[src/rtl/add_digit_serial.sv]
// Digit-serial add/subtract unit: DIGIT bits per clock over WIDTH/DIGIT cycles,
// with a start/busy/done handshake, carry-out and signed-overflow flags.
module add_digit_serial #(
    parameter int WIDTH = 8,
    parameter int DIGIT = 2
) (
    input  logic             clk,
    input  logic             rst_n,
    input  logic             start,
    input  logic             sub,
    input  logic [WIDTH-1:0] a,
    input  logic [WIDTH-1:0] b,
    input  logic             cin,
    output logic             busy,
    output logic             done,
    output logic [WIDTH-1:0] s,
    output logic             cout,
    output logic             ovf
);

    localparam int N  = WIDTH / DIGIT;
    localparam int CW = (N > 1) ? $clog2(N) : 1;
    localparam logic [CW-1:0] LAST = CW'(N - 1);

    typedef enum logic {IDLE, RUN} state_t;

    state_t           state, state_next;
    logic [WIDTH-1:0] ra, rb, psum, psum_next;
    logic             rc;
    logic [CW-1:0]    cnt;
    logic             amsb, bmsb;
    logic [DIGIT:0]   dsum;
    logic             accept, last;

    always_comb begin
        dsum      = {1'b0, ra[DIGIT-1:0]} + {1'b0, rb[DIGIT-1:0]} + (DIGIT+1)'(rc);
        // Shift form keeps DIGIT == WIDTH legal (no zero-width slices).
        psum_next = (psum >> DIGIT) | (WIDTH'(dsum[DIGIT-1:0]) << (WIDTH - DIGIT));
        accept    = (state == IDLE) && start;
        last      = (state == RUN) && (cnt == LAST);
    end

    always_comb begin
        state_next = state;
        case (state)
            IDLE:    if (start) state_next = RUN;
            RUN:     if (cnt == LAST) state_next = IDLE;
            default: state_next = IDLE;
        endcase
    end

    always_ff @(posedge clk) begin
        if (!rst_n) state <= IDLE;
        else        state <= state_next;
    end

    always_ff @(posedge clk) begin
        if (!rst_n) begin
            ra   <= '0;
            rb   <= '0;
            rc   <= 1'b0;
            psum <= '0;
            cnt  <= '0;
            amsb <= 1'b0;
            bmsb <= 1'b0;
            s    <= '0;
            cout <= 1'b0;
            ovf  <= 1'b0;
            done <= 1'b0;
        end else begin
            done <= 1'b0;
            if (accept) begin
                ra   <= a;
                rb   <= sub ? ~b : b;
                rc   <= sub ? ~cin : cin;
                psum <= '0;
                cnt  <= '0;
                amsb <= a[WIDTH-1];
                bmsb <= sub ? ~b[WIDTH-1] : b[WIDTH-1];
            end else if (state == RUN) begin
                ra   <= ra >> DIGIT;
                rb   <= rb >> DIGIT;
                rc   <= dsum[DIGIT];
                psum <= psum_next;
                cnt  <= cnt + 1'b1;
                if (last) begin
                    s    <= psum_next;
                    cout <= dsum[DIGIT];
                    ovf  <= (amsb == bmsb) && (psum_next[WIDTH-1] != amsb);
                    done <= 1'b1;
                end
            end
        end
    end

    assign busy = (state == RUN);

endmodule

[config.mk]
export PLATFORM = sky130hd
export DESIGN_NAME = add_digit_serial
export DESIGN_NICKNAME = d
export VERILOG_FILES = /design/src/rtl/add_digit_serial.sv
export SDC_FILE = /design/constraint.sdc
export NUM_CORES = 1
export LEC_CHECK = 0
export ABC_AREA = 1
export BUFFER_PORTS_ARGS = -buffer_cell sky130_fd_sc_hd__buf_4
export CORE_UTILIZATION = 35
export DETAILED_ROUTE_END_ITERATION = 12
export SYNTH_ARGS = -nofsm -noshare
export SYNTH_HDL_FRONTEND = slang
export SYNTH_SLANG_ARGS = --single-unit
export TNS_END_PERCENT = 20
[constraint.sdc]
create_clock -name clk -period 2.15 [get_ports clk]
set_input_delay 0.215 -clock clk [delete_from_list [all_inputs] [get_ports clk]]
set_output_delay 0.215 -clock clk [all_outputs]
set_load 0.03 [all_outputs]
## Yosys cells after proc, flatten, opt, wreduce, memory -nomap -nowiden

Index checks and enable logic that the tools add are counted.

| word-level totals | value |
|---|---|
| input port bits | 21 |
| bits in registers | 41 |
| bits in writable memories | 0 |
| bits in read-only memories | 0 |
| word-level logic and storage cells | 45 |
| memories | 0 |
| latch bits | 0 |
| output and inout bits | 12 |

| cells by class | value |
|---|---|
| reduce and logical (&&, ||, !) cells | 7 |
| multipliers | 0 |
| divide/modulo/power cells | 0 |
| shifts and indexed selects | 0 |
| equality and inequality tests | 3 |
| multiplexer cells | 13 |
| bitwise logic cells | 7 |
| add/sub/neg operators | 3 |
| magnitude comparators | 0 |

Operators with widths:

| operator | number |
|---|---|
| two-way mux 8 bit | 5 |
| inverter 8 bit | 1 |
| bitwise OR 6 x 8 -> 8 bit | 1 |
| two-way mux 1 bit | 7 |
| inverter 1 bit | 5 |
| adder 2 x 2 -> 3 bit | 1 |
| adder 3 x 1 -> 3 bit | 1 |
| logical AND 1 bit | 3 |
| AND reduction 3 bit | 1 |
| OR reduction 3 bit | 1 |
| adder 2 x 1 -> 2 bit, second input constant | 1 |
| equality test 2 bit, second input constant | 1 |
| one-hot mux 1 bit (2 select lines) | 1 |
| nonzero test 2 bit | 1 |
| OR reduction 2 bit | 1 |
| equality test 1 bit | 1 |
| != test 1 bit | 1 |

## Logic depth before layout (Yosys ltp)

| depth | value |
|---|---|
| word-level depth | 5 |
| depth in mapped cells | 7 |
| gate-level depth less buffers | 7 |

## Worst setup path after synthesis

Ideal clock, no wire load.

| timing path | value |
|---|---|
| path type | reg-to-reg |
| start | register ra[0] |
| end | register ovf |
| cell stages (with the launch flop) | 8 |
| data required time | 2,091 ps |
| arrival | 1,591 ps |
| path slack | 500 ps |
| library setup time | 59 ps |
| period minus slack after synthesis | 1,650 ps |
| buffers on the path | 0 |
| path through | dfxtp_1 inv_1 fa_1 fa_1 inv_1 o21ai_0 nand3_1 nand2_1 |

| between the ends | value |
|---|---|
| cells in the longest elaborated chain, start to end | 5 |

Ends and longest elaborated chain:

| element | line | text |
|---|---|---|
| from (decl) | 28 | `logic [WIDTH-1:0] ra, rb, psum, psum_next;` |
| from (signal assigned) | 81 | `ra <= ra >> DIGIT;` |
| adder 2 x 2 -> 3 bit | 36 | `dsum = {1'b0, ra[DIGIT-1:0]} + {1'b0, rb[DIGIT-1:0]} + (DIGIT+1)'(rc);` |
| adder 3 x 1 -> 3 bit | 36 |  |
| bitwise OR 6 x 8 -> 8 bit | 38 | `psum_next = (psum >> DIGIT) \| (WIDTH'(dsum[DIGIT-1:0]) << (WIDTH - DIGIT));` |
| != test 1 bit | 89 | `ovf <= (amsb == bmsb) && (psum_next[WIDTH-1] != amsb);` |
| logical AND 1 bit | 89 |  |
| to (signal assigned) | 89 |  |
| to (decl) | 18 | `output logic ovf` |

No other way between the ends.
A chain may end at the register's enable or synchronous reset.

## Worst setup path in the final report

Same ends and word-level chain as after synthesis.

==> flow_summary.yaml <==
final_layout:
  drive_above_1_share_pct: 17.9
  n_antenna_cell: 0
  synthToLayoutAreaGrowth_pct: 21.2
  fin_nets: 296
  final-instance-count-excl-fill: 340
  nFillCells: 550
power_and_ir_drop:
  cellPowerDensity_mw_per_mm2: 700
  vdd_ir_drop_max_v: 0.000286
  p_leak_uw: 0.00106
clock_tree:
  path_clk_slew_ns: 0.07
  cts_hold_buf: 0
  cts_buffer_depth: 2
  root_buffer: "clkbuf_8"
  numCtsBuffers: 5
  cts_setup_buffers: 0
  insertion_delay_ns: 0.29
  cts_resized: 0
  htree_levels: 2
  cts_tree: "yes"
  clock_sinks: 39
die:
  rows: 25
  pin_count: 33
  die_h_um: 72.3
  die_x_um: 72.3
  start_util_pct: 36.4
  dieArea_mm2: 0.00523
  coreArea_mm2: 0.00475
logic_synthesis:
  syn_avg_cell_area_um2: 7.25
  synth_mux_area_share_pct: 0
  postSynthCellCount: 239
  synth-seq-cells: 39
  yosysSeqAreaShare_pct: 45.1
  synth_xor_area_share_pct: 1.01
  synth_cell_types: 25
  ys_warn_count: 0
  synth_simple_gate_area_share_pct: 30.9
  synth_compound_area_share_pct: 8.53
  netlist_area_mm2: 0.00173
  synth_fa_ha_area_share_pct: 3.03
  syn-num-nets: 263
  synth_top_family_by_area: "simple AND/OR/NAND/NOR gates"
routing:
  viasPerCell: 4.32
  dr.first_iter.drc_count: 53
  drc: 0
  drt-pass1-iter-count: 4
  num_vias: 1468
  wl_per_cell_um: 9.89
  ant_nets: 0
  wirelength_mm: 3.36
global_route:
  grt_max_degree: 19
  met3_usage_pct: 4.72
  track_usage_pct: 15.0
  top_usage_layer: "met2"
  grt_pass1_wl_mm: 5.97
  gr-total-overflow: 0
  grt_pass1_vias: 1393
  grt_util_met2_pct: 26.8
  grt_use_met1_pct: 16.3
  antenna_found_initial: 0
timing:
  fin_skew_ns: 0.00307
  slew_headroom_pct: 62.4
  tightest_slew_ns: 0.563
  max_freq_ghz: 0.557
  fin_ws_ns: 0.354
  finalHoldViolCount: 0
  final.setup.tns_ns: 0
  period_minus_slack_ns: 1.80
  setup_viol: 0
  finalCritPeriodShare_pct: 83.5
  slew_violations: 0
  rsz0062_at_grt: "no"
hold_path:
  hp-class: "primary input to register"
placed_design:
  place_inst: 332
  dp_hpwl_mm: 2.40
  place_ws_ns: 0.360
  io_buffers: 32
  place_congestion: 0.741
worst_setup_path:
  cp.required_ns: 2.38
  worstPathArrival_ns: 2.03
  cp-start-kind: "register"
  crit_path_end_kind: "register"
  crit_fanout: 3
  crit_type: "register to register"
status:
  status: "complete, no violations"
job:
  drv_cap: 0
-- path summary, 6_finish.rpt --
path	startpoint	slack, ns	end	cells after the start
min reg2reg	s[4]	0.45	s[4]	2
max reg2reg	ra[0]	0.35	ovf	7
min	a[6]	0.18	ra[6]	3
max	ra[0]	0.35	ovf	7
-- registers in the layout (all words and copies together), names as in the netlist --
| signal | count |
|---|---|
| cout | 1 |
| s | 8 |
| ra | 8 |
| rc | 1 |
| amsb | 1 |
| done | 1 |
| cnt | 2 |
| bmsb | 1 |
| psum | 6 |
| ovf | 1 |
| busy | 1 |
| rb | 8 |
-- cell usage in the layout (no fill, tap or decap) --
cell and count:
a21oi_1 23, buf_4 35, clkbuf_1 1, clkbuf_8 7
dfxtp_1 39, fa_1 2, ha_1 1, inv_1 30
inv_2 2, nand2_1 95, nand2_2 1, nand2_4 1
nand3_1 20, nor2_1 3, nor2_2 1, nor2_4 1
nor2_8 1, nor3_1 1, o21ai_0 5, o21bai_1 1
or2_1 1, xnor2_1 1, xor2_1 1
-- per-stage QoR --
step	area [um2]	total power [uW]	utilization [%]	hold WS, ns
2_1_floorplan	1730	900	-	0.358
3_3_place_gp	2000	948	42.1	0.430
3_5_place_dp	2000	952	42.1	0.433
4_1_cts	2100	1490	44.2	0.176
5_1_grt	2100	1550	44.2	0.196
6_report	2100	1470	44.2	0.181
-- power by group --
group	internal, uW	total [uW]	leakage [uW]	switching, uW
registers	749	765	0.000317	16.7
logic	69.7	167	0.000693	96.9
clock network	293	537	0.0000515	245
-- synth_stat cells --
| cell | instances | area, um2 |
|---|---|---|
| inv_1 | 30 | 113 |
| buf_2 | 2 | 10.0 |
| nor2_8 | 1 | 20.0 |
| fa_1 | 2 | 40.0 |
| a21oi_1 | 23 | 115 |
| nand3_1 | 20 | 100 |
| ha_1 | 1 | 12.5 |
| nand2_1 | 95 | 357 |
| dfxtp_1 | 39 | 781 |
| xnor2_1 | 1 | 8.76 |
| o21bai_1 | 1 | 7.51 |
| buf_12 | 1 | 20.0 |
| nor3_1 | 1 | 5.00 |
| inv_2 | 2 | 7.51 |
| o21ai_0 | 5 | 25.0 |
| clkbuf_1 | 1 | 3.75 |
| nor2_1 | 3 | 11.3 |
| or2_1 | 1 | 6.26 |
| nor2_2 | 1 | 6.26 |
| nand2_4 | 1 | 11.3 |
| nand2_2 | 1 | 6.26 |
| xor2_1 | 1 | 8.76 |
| nor2_4 | 1 | 11.3 |
| buf_4 | 3 | 22.5 |
| buf_6 | 2 | 22.5 |
-- cell families (layout without fill, tap and decap cells) --
kind of cell,after synthesis,after routing
simple gates,125,125
buf+inv,41,75
flops,39,39
compound gates,29,29
fa+ha+maj,3,3
xor+xnor,2,2
-- final cells by class --
type / instances / area (um2) / share of cell area [%]
sequential: 39 / 781 / 37.2
multi-input combinational: 159 / 752 / 35.8
inverter: 32 / 120 / 5.72
tap: 67 / 83.8 / 3.99
timing repair buffer: 35 / 263 / 12.5
clock buffer: 8 / 100 / 4.77
-- layer usage --
layer,share of wire [%],up-vias,wire length (um)
li1,-,801,-
met2,47,24,1580
met5,0,-,0
met1,47,637,1580
met4,1.8,0,61
met3,4.2,6,140
-- critical path, cell delays in order (launching register included) --
cell     delay [ns]
dfxtp_1        0.33
inv_1          0.06
fa_1           0.43
fa_1           0.53
inv_1          0.06
o21ai_0        0.17
nand3_1        0.10
nand2_1        0.06
No activity file was read; power rests on OpenSTA's default activity.
